### src/rtl/uart_tx_engine.sv
// UART transmit serializer: pops bytes from the TX FIFO and frames them onto the serial line.
// Optional parity bit (parity_odd port, PARITY state) is built when UART_TX_PARITY_EN is defined.
module uart_tx_engine #(
    parameter int unsigned DWIDTH    = 8,
    parameter int unsigned BAUD_DIV  = 868,
    parameter int unsigned STOP_BITS = 1
) (
    input  logic              clk,
    input  logic              a_resetn,
    input  logic              tx_en,
    input  logic              fifo_empty,
    input  logic [DWIDTH-1:0] fifo_r_data,
`ifdef UART_TX_PARITY_EN
    input  logic              parity_odd,
`endif
    output logic              fifo_rd,
    output logic              tx,
    output logic              busy,
    output logic              tx_done
);

    localparam int unsigned CW = $clog2(BAUD_DIV);
    localparam int unsigned IW = $clog2(DWIDTH) + 1;

    localparam logic [CW-1:0] BaudMax  = CW'(BAUD_DIV - 1);
    localparam logic [IW-1:0] LastBit  = IW'(DWIDTH - 1);
    localparam logic [IW-1:0] LastStop = IW'(STOP_BITS - 1);

`ifdef UART_TX_PARITY_EN
    typedef enum logic [2:0] {
        StIdle, StFetch, StLoad, StStart, StData, StParity, StStop
    } state_e;
`else
    typedef enum logic [2:0] {
        StIdle, StFetch, StLoad, StStart, StData, StStop
    } state_e;
`endif

    state_e            state_q;
    logic [CW-1:0]     baud_cnt_q;
    logic [IW-1:0]     bit_idx_q;
    logic [DWIDTH-1:0] shift_q;
`ifdef UART_TX_PARITY_EN
    logic              parity_q;
`endif

    logic bit_end;
    logic start_ok;
    logic timing;

    assign bit_end  = (baud_cnt_q == BaudMax);
    assign start_ok = tx_en & ~fifo_empty;
    assign fifo_rd  = (state_q == StFetch);
    assign timing   = (state_q == StStart) || (state_q == StData) ||
`ifdef UART_TX_PARITY_EN
                      (state_q == StParity) ||
`endif
                      (state_q == StStop);

    // tx is assigned alongside each state transition so it always reflects the state it enters.
    always_ff @(posedge clk or negedge a_resetn) begin
        if (!a_resetn) begin
            state_q    <= StIdle;
            baud_cnt_q <= '0;
            bit_idx_q  <= '0;
            shift_q    <= '0;
`ifdef UART_TX_PARITY_EN
            parity_q   <= 1'b0;
`endif
            tx         <= 1'b1;
            busy       <= 1'b0;
            tx_done    <= 1'b0;
        end else begin
            tx_done <= 1'b0;
            if (timing) begin
                baud_cnt_q <= bit_end ? '0 : baud_cnt_q + CW'(1);
            end
            case (state_q)
                StIdle: begin
                    tx <= 1'b1;
                    if (start_ok) begin
                        state_q <= StFetch;
                        busy    <= 1'b1;
                    end
                end
                StFetch: state_q <= StLoad;
                StLoad: begin
                    shift_q    <= fifo_r_data;
                    baud_cnt_q <= '0;
                    bit_idx_q  <= '0;
`ifdef UART_TX_PARITY_EN
                    parity_q   <= 1'b0;
`endif
                    tx         <= 1'b0;
                    state_q    <= StStart;
                end
                StStart: begin
                    if (bit_end) begin
                        tx      <= shift_q[0];
                        state_q <= StData;
                    end
                end
                StData: begin
                    if (bit_end) begin
                        shift_q <= shift_q >> 1;
`ifdef UART_TX_PARITY_EN
                        parity_q <= parity_q ^ shift_q[0];
`endif
                        if (bit_idx_q == LastBit) begin
                            bit_idx_q <= '0;
`ifdef UART_TX_PARITY_EN
                            tx      <= parity_q ^ shift_q[0] ^ parity_odd;
                            state_q <= StParity;
`else
                            tx      <= 1'b1;
                            state_q <= StStop;
`endif
                        end else begin
                            bit_idx_q <= bit_idx_q + IW'(1);
                            tx        <= shift_q[1];
                        end
                    end
                end
`ifdef UART_TX_PARITY_EN
                StParity: begin
                    if (bit_end) begin
                        tx      <= 1'b1;
                        state_q <= StStop;
                    end
                end
`endif
                StStop: begin
                    tx <= 1'b1;
                    if (bit_end) begin
                        if (bit_idx_q == LastStop) begin
                            bit_idx_q <= '0;
                            tx_done   <= 1'b1;
                            if (start_ok) begin
                                state_q <= StFetch;
                            end else begin
                                state_q <= StIdle;
                                busy    <= 1'b0;
                            end
                        end else begin
                            bit_idx_q <= bit_idx_q + IW'(1);
                        end
                    end
                end
                default: begin
                    state_q <= StIdle;
                    tx      <= 1'b1;
                    busy    <= 1'b0;
                end
            endcase
        end
    end

endmodule

### config.mk
export PLATFORM = sky130hd
export DESIGN_NAME = uart_tx_engine
export DESIGN_NICKNAME = d
export VERILOG_FILES = /design/src/rtl/uart_tx_engine.sv
export SDC_FILE = /design/constraint.sdc
export NUM_CORES = 1
export LEC_CHECK = 0
export BUFFER_PORTS_ARGS = -buffer_cell sky130_fd_sc_hd__buf_4
export CORE_MARGIN = 3
export CORE_UTILIZATION = 45
export CTS_BUF_LIST = sky130_fd_sc_hd__clkbuf_4 sky130_fd_sc_hd__clkbuf_8
export CTS_CLUSTER_DIAMETER = 100
export DETAILED_ROUTE_END_ITERATION = 16
export PLACE_DENSITY = 0.68
export SLEW_MARGIN = 20
export SYNTH_ARGS = -nofsm -noshare
export SYNTH_HDL_FRONTEND = slang
export SYNTH_SLANG_ARGS = --single-unit
### constraint.sdc
create_clock -name clk -period 2.3 [get_ports clk]
set_input_delay 0.115 -clock clk [delete_from_list [all_inputs] [get_ports clk]]
set_output_delay 0.115 -clock clk [all_outputs]
set_load 0.01 [all_outputs]
==> summary.md, run 1 <==
| Metric | Value |
|---|---|
| Status | `complete, no violations` |
| Routed wire length | `3170 um` |
| Met3 Use GR | `2.05%` |
| Area growth syn-to-layout | `12.5%` |
| Global placement routability congestion | `0.869` |
| EDFF count, synth | `0` |
| Largest net degree at the start of global routing | `29` |
| Synthesized area per cell | `9.90 um2` |
| Synthesized Nets | `176` |
| Most Used Layer, Global Route | `met2` |
| Number of distinct library cells after synthesis | `51` |
| Vias after detailed routing | `1258` |
| Worst VDD drop | `438 uV` |
| Detailed-route DRC error count | `0` |
| Top Ports | `16` |
| Non-Filler Instances | `218` |
| Crit path max-delay family | `compound AO/OA/AOI/OAI gates` |
| Combinational fraction of design power | `20.5%` |
| Overflow after GRT | `0` |
| Met1 Use GR | `19.8%` |
| Cts bufs inserted | `3` |
| Crit-path max FO | `12` |
| Post-synthesis instance total | `161` |
| Tcrit/Tclk final | `86.0%` |
| Vias in the first global route | `1239` |
| CTS root buf | `clkbuf_4` |
| Cell taking the most area after synthesis | `dfrtp_1` |
| Switching share of power | `28.4%` |
| Setup TNS | `0 ns` |
| Part of the power in the clock network | `25.5%` |
| Global-route wire length before repair | `5490 um` |
| Avg WL per Cell | `14.5 um` |
| Cell Count Post-Placement | `213` |
| # rows | `20` |
| Min cycle time layout | `1.98 ns` |
| Area share of the largest cell type after synthesis | `42.4%` |
| Final #Nets | `190` |
| Leakage | `0.000744 uW` |
| Synth top cells by count | `27 x dfrtp_1, 14 x nor2_1, 8 x nand2_1, 8 x xnor2_1` |
| Critical path launch point type | `flip-flop` |
| WS Path Type | `reg -> reg` |
| Final Hold Fails | `0` |
| Top FF cell, synth | `dfrtp_1` |
| Worst-Margin Slew | `0.572 ns` |
| Die height | `65.5 um` |
| Vias/cell | `5.77` |
| Net switching power | `367 uW` |
| Ys async rst share | `100%` |
| Arr. time, crit path | `2.26 ns` |
| Buf/Inv on CP | `0` |
| Maxcap violations | `0` |
| #FFs+latches synth | `28` |
| Drt first-iter violations | `56` |
| Max incr delay on CP | `0.48 ns` |
| Initial Utilization | `49.8%` |
| Core area | `3200 um2` |
| Total track usage | `16.2%` |
| Cell Area, Synth | `1590 um2` |
| Floorplan die width | `65.5 um` |
| Ant diodes | `0` |
| Worst-case clock skew | `0.00184 ns` |
| Antenna Nets Post-Route | `0` |
| Clock buffer depth | `2` |
| Max-slew violation count | `0` |
| First-pass DRT Iterations | `4` |
| Clk_lat worst skew | `0.33 ns` |
| Critical-path cell list | `ha_1 -> and4b_4 -> nand3_1 -> o311ai_1 -> o221a_1` |
| Hold Path Class | `in -> reg` |
| Worst-path cell with the longest stage delay | `dfrtp_1` |
| Die ar. | `4290 um2` |
| IO Port Bufs | `15` |
| DPL Wire Length | `2330 um` |
| Filler instances | `314` |
| Cell-internal power | `925 uW` |
| Crit end category | `flip-flop` |
| Synth Warn # | `0` |
| Highest clock rate | `506 MHz` |
| Sequential power share | `54.1%` |
| Cell with the most instances after synthesis | `dfrtp_1` |
| Clock Sinks | `28` |
| H-Tree Depth | `1` |
| R2R setup slack | `0.32 ns` |
| Pwr Density | `721 nW/um2` |
| Antenna violations before repair | `0` |
| Met2 Use GR | `28.7%` |
| CTS tree | `done` |
| Slew margin rel. | `61.7%` |
| Endpoints failing setup | `0` |
| Area contributors post-synth | `dfrtp_1 42%, xnor2_1 4.4%, o22a_1 3.8%` |
| RSZ-0062 raised after global routing | `no` |
| Share of layout cells above drive strength 1 | `17.8%` |
| Sequential area share after synthesis | `44.0%` |
| CP required | `2.59 ns` |
| CTS clock-pin slew for the worst setup and hold paths | `0.16 ns` |
[layout make-up]
| type | instances | area (um2) | share of cell area (%) |
|---|---|---|---|
| clock buffers | 3 | 22.5 | 1.26 |
| clock inverters | 1 | 30.0 | 1.67 |
| inverters | 7 | 26.3 | 1.47 |
| multi-input cells | 116 | 812 | 45.3 |
| flip-flops and latches | 28 | 702 | 39.1 |
| well taps | 44 | 55.1 | 3.07 |
| repair buffers | 19 | 145 | 8.09 |
[cell usage in the layout (no fill, tap or decap), drive strengths merged, types with 3 or more instances in the layout]
cell type / Yosys / final
clkbuf: 3 / 3
nand2: 8 / 8
nand4: 4 / 4
a31oi: 3 / 3
dfrtp: 27 / 27
nor2: 14 / 14
a21oi: 5 / 5
nor2b: 6 / 6
inv: 6 / 6
xnor2: 9 / 9
ha: 3 / 3
buf: 7 / 18
o22a: 7 / 7
nor3b: 3 / 3
o21a: 7 / 7
o22ai: 3 / 3
nand3: 5 / 5
nor3: 5 / 5
o21ai: 3 / 3
o211ai: 4 / 4
[worst paths after layout]
path | start | endpoint | cells past startpoint
worst max-delay path | baud_cnt_q[0]$_DFFE_PN0P_ | state_q[0]$_DFFE_PN0P_ | 5
worst min-delay path | fifo_r_data[6] | shift_q[6]$_DFFE_PN0P_ | 3
worst max register to register | baud_cnt_q[0]$_DFFE_PN0P_ | state_q[0]$_DFFE_PN0P_ | 5
worst min register to register | shift_q[6]$_DFFE_PN0P_ | shift_q[6]$_DFFE_PN0P_ | 1
max in group asynchronous | a_resetn | tx$_DFFE_PN1P_ | 2
min in group asynchronous | a_resetn | tx_done$_DFF_PN0_ | 2
[worst min-delay path: cells and delay by family]
family,cells,cell delay (ns)
buffers and inverters,1,0.08
AO/OA/AOI/OAI,2,0.20
[per-layer routing]
layer  vias to the layer above  share of wire (%)  wire length (um)
met2                        25                 50              1570
met1                       609                 46              1460
li1                        616                  -                 -
met4                         0                1.8                58
met5                         -                  0                 0
met3                         8                2.4                76
[through the flow]
stage	hold slack [ns]	utilization, %	setup slack [ns]	area (um2)	power (uW)
after global placement	0.0515	54.0	0.462	1730	957
after CTS	0.0687	56.0	0.368	1790	1310
after global routing	0.0695	56.0	0.236	1790	1370
after floorplan	-0.181	-	0.682	1590	887
final	0.0833	56.0	0.323	1790	1290
after detailed placement	0.0539	54.0	0.396	1730	974
[power groups by stage]
| stage | clock, uW | combinational (uW) | sequential (uW) |
|---|---|---|---|
| final | 329 | 264 | 698 |
| after global routing | 356 | 300 | 715 |
| after CTS | 343 | 268 | 698 |
| after detailed placement | 0 | 266 | 708 |
| after global placement | 0 | 256 | 701 |
| after floorplan | 0 | 203 | 685 |
[cells by family after synthesis]
| group | count (synthesis) | synth area share [%] |
|---|---|---|
| compound gates | 43 | 20.2 |
| buf+inv | 17 | 5.02 |
| xor+xnor | 9 | 5.42 |
| flops | 28 | 44.0 |
| simple gates | 60 | 22.4 |
| mux | 1 | 0.628 |
| fa+ha+maj | 3 | 2.36 |
[state kept, by name (all words and copies together), names as in the netlist]
| register | count |
|---|---|
| bit_idx_q | 4 |
| tx | 1 |
| shift_q | 8 |
| state_q | 3 |
| tx_done | 1 |
| baud_cnt_q | 10 |
| busy | 1 |
[repair_timing]
| action | 4_1_cts | 5_1_grt |
|---|---|---|
| gates resized for setup | 0 | 0 |
| buffers inserted | 0 | 0 |
| hold endpoints to repair | 28 | 0 |
| setup endpoints to repair | 0 | 0 |
| hold buffers | 1 | 0 |
Power figures use the tool's default switching activity.
==> run 2, diff against run 1 <==
--- a/config.mk
+++ b/config.mk
@@ -7,2 +7,3 @@
 export LEC_CHECK = 0
+export ABC_AREA = 1
 export BUFFER_PORTS_ARGS = -buffer_cell sky130_fd_sc_hd__buf_4
@@ -13,3 +14,3 @@
 export DETAILED_ROUTE_END_ITERATION = 16
-export PLACE_DENSITY = 0.68
+export PLACE_DENSITY = 0.67
 export SLEW_MARGIN = 20
--- a/constraint.sdc
+++ b/constraint.sdc
@@ -3,2 +3,2 @@
 set_output_delay 0.115 -clock clk [all_outputs]
-set_load 0.01 [all_outputs]
+set_load 0.1 [all_outputs]
==> summary.md, run 2 <==
| Metric | Value |
|---|---|
| Worst-Margin Slew | `0.485 ns (-0.0869 ns)` |
| Worst hold slack | `0.0473 ns (-0.0360 ns)` |
| H-Tree Depth | `1 (unchanged)` |
| Tcrit/Tclk final | `77.2% (-8.8 points)` |
| First-pass DRT Iterations | `4 (unchanged)` |
| Vias/cell | `4.93 (-15%)` |
| Arr. time, crit path | `2.05 ns (-0.21 ns)` |
| IO Port Bufs | `15 (unchanged)` |
| Most frequent cells in the layout | `58 x nand2_1, 27 x dfrtp_1, 24 x nor2_1` |
| # rows | `21 (+5.0%)` |
| Clk_lat worst skew | `0.33 ns (about the same)` |
| Highest clock rate | `563 MHz (+11%)` |
| CP Depth | `6 (+1)` |
| Share of layout cells above drive strength 1 | `15.8% (-2.0 points)` |
| Cell with the most instances after synthesis | `nand2_1` |
| CTS tree | `done` |
| CTS root buf | `clkbuf_4` |
| Avg WL per Cell | `11.4 um (-22%)` |
| R2R setup slack | `0.52 ns (+0.20 ns)` |
| Worst-case clock skew | `0.00832 ns (+0.00648 ns)` |
| Final #Nets | `244 (+28%)` |
| Crit-path max FO | `15 (+3)` |
| Vias in the first global route | `1208 (-2.5%)` |
| Crit path max-delay family | `simple AND/OR/NAND/NOR gates` |
| Number of distinct library cells after synthesis | `31 (-39%)` |
| Top FF cell, synth | `dfrtp_1` |
| Min cycle time layout | `1.78 ns (-0.202 ns)` |
| Clock buffer depth | `2 (unchanged)` |
| Floorplan die width | `66.4 um (+1.3%)` |
| Total track usage | `16.1% (-0.070 points)` |
| Critical-path cell list | `nor2_1 -> nand2_1 -> inv_1 -> o21ai_4 -> nand2_1 -> o21ai_2` |
| Status | `complete, no violations` |
| Drt first-iter violations | `44 (-21%)` |
| Global placement routability congestion | `0.929 (+6.9%)` |
| Synthesized Nets | `226 (+28%)` |
| DPL Wire Length | `2320 um (-0.65%)` |
| Worst-path cell with the longest stage delay | `dfrtp_1` |
| Top Registers | `baud_cnt_q: 10 flops, shift_q: 8 flops, bit_idx_q: 4 flops` |
| Antenna Nets Post-Route | `0 (unchanged)` |
| Finished Core Util | `54.1% (-1.9 points)` |
| RSZ-0062 raised after global routing | `no` |
| Max-slew violation count | `0 (unchanged)` |
| Reg2Reg Capture Point | `shift_q[0]$_DFFE_PN0P_` |
| Area contributors post-synth | `dfrtp_1 41%, nand2_1 13%, nand3_1 6.7%` |
| Synth top cells by count | `58 x nand2_1, 27 x dfrtp_1, 24 x nor2_1, 22 x inv_1, 22 x nand3_1` |
| Cell taking the most area after synthesis | `dfrtp_1` |
| Area share of the largest cell type after synthesis | `41.2% (-1.2 points)` |
| Leakage | `0.000956 uW (+29%)` |
| Area growth syn-to-layout | `12.7%` |
| Routed wire length | `3120 um (-1.5%)` |
| Vias after detailed routing | `1350 (+7.3%)` |
| Cell Area, Synth | `1640 um2 (+2.8%)` |
| Ant diodes | `0 (unchanged)` |
| Endpoints failing setup | `0 (unchanged)` |
| Crit path to | `shift_q[0]$_DFFE_PN0P_` |
| Commonest non-fill, non-tap cell in the layout | `nand2_1` |
| Critical path launch point type | `flip-flop` |
| EDFF count, synth | `0 (unchanged)` |
| Clock Sinks | `28 (unchanged)` |
| CTS clock-pin slew for the worst setup and hold paths | `0.16 ns (about the same)` |
| Overflow after GRT | `0 (unchanged)` |
| Synth Warn # | `0 (unchanged)` |
| Buf/Inv on CP | `1 (+1)` |
| Hold bufs inserted after CTS | `2 (+1)` |
| Slew margin rel. | `67.6% (+5.9 points)` |
| Cts bufs inserted | `3 (unchanged)` |
| Antenna violations before repair | `0 (unchanged)` |
| Largest Register | `baud_cnt_q` |
| Final Hold Fails | `0 (unchanged)` |
| Worst VDD drop | `725 uV (+65%)` |
| Initial Utilization | `48.0% (-1.8 points)` |
| Pwr Density | `1180 nW/um2 (+63%)` |
| Max incr delay on CP | `0.50 ns (+0.02 ns)` |
| #FFs+latches synth | `28 (unchanged)` |
| Die height | `66.4 um (+1.3%)` |
| Crit end category | `flip-flop` |
| Post-synthesis instance total | `211 (+31%)` |
| # resized after CTS | `0 (unchanged)` |
| Largest register FFs | `10 (unchanged)` |
| Post-CTS setup buffers | `0 (unchanged)` |
| Reg2Reg Depth | `6 (+1)` |
| Ys async rst share | `100% (unchanged)` |
| Crit Reg-Reg Startpoint | `state_q[0]$_DFFE_PN0P_` |
| Largest net degree at the start of global routing | `29 (unchanged)` |
| Setup TNS | `0 ns (unchanged)` |
| Top Ports | `16 (unchanged)` |
| Maxcap violations | `0 (unchanged)` |
| Global-route wire length before repair | `5480 um (-0.13%)` |
| Sequential area share after synthesis | `42.8% (-1.2 points)` |
| Detailed-route DRC error count | `0 (unchanged)` |
| Most used cell, CP | `nand2_1` |
| Synthesized area per cell | `7.77 um2 (-22%)` |
| Die ar. | `4400 um2 (+2.6%)` |
| Hold Path Class | `in -> reg` |
| Crit. Startpoint | `state_q[0]$_DFFE_PN0P_` |
| WS Path Type | `reg -> reg` |
| CP required | `2.57 ns (-0.02 ns)` |
| Core area | `3420 um2 (+6.6%)` |
[run 2: layout make-up]
class / instances / area (um2)
Clock buffer: 3 / 22.5
Clock inverter: 1 / 30.0
Fill cell: 330 / 1570
Inverter: 25 / 93.8
Multi-Input combinational cell: 154 / 810
Sequential cell: 28 / 702
Tap cell: 46 / 57.6
Timing Repair Buffer: 17 / 133
[run 2: worst min path at each step]
stage          slack [ns]           start                        end  depth (start not counted)
2_1_floorplan       -0.18        a_resetn  baud_cnt_q[0]$_DFFE_PN0P_                          0
3_3_place_gp         0.06        a_resetn  baud_cnt_q[2]$_DFFE_PN0P_                          1
3_5_place_dp         0.06        a_resetn  baud_cnt_q[2]$_DFFE_PN0P_                          1
4_1_cts              0.04  fifo_r_data[5]     shift_q[5]$_DFFE_PN0P_                          3
5_1_grt              0.06  fifo_r_data[4]     shift_q[4]$_DFFE_PN0P_                          3
6_report             0.05  fifo_r_data[5]     shift_q[5]$_DFFE_PN0P_                          3
[run 2: kinds of logic after synthesis]
group,after synthesis,synth area share [%]
simple gates,119,32.7
xor+xnor,4,2.14
fa+ha+maj,3,2.29
mux,6,3.66
buf+inv,29,7.79
compound gates,22,8.63
flops,28,42.8
[run 2: layer usage]
| metal | track usage [%] | vias to the layer above | share of wire (%) |
|---|---|---|---|
| met5 | 0 | - | 0 |
| met4 | 5.08 | 0 | 1.1 |
| met3 | 2.55 | 4 | 4.5 |
| met2 | 23.7 | 27 | 41 |
| met1 | 24.1 | 608 | 53 |
| li1 | - | 711 | - |
[run 2: tightest hold or removal path, delay by kind of cell]
kind / cells / cell delay [ns]
muxes: 1 / 0.07
AOI/OAI and AO/OA: 1 / 0.10
buffers and inverters: 1 / 0.08
[run 2: through the flow]
step                area, um2  cells  total power [uW]  setup WS, ns
floorplan                1640    211              1660         0.867
CTS                      1850    274              2190         0.505
detailed placement       1780    268              1860         0.539
finish                   1850    274              2180         0.525
global route             1850    274              2380         0.236
global placement         1780    268              1840         0.637
[run 2: power breakdown]
group / switching (uW) / internal (uW)
Sequential: 141 / 657
Combinational: 725 / 327
Clock: 151 / 176
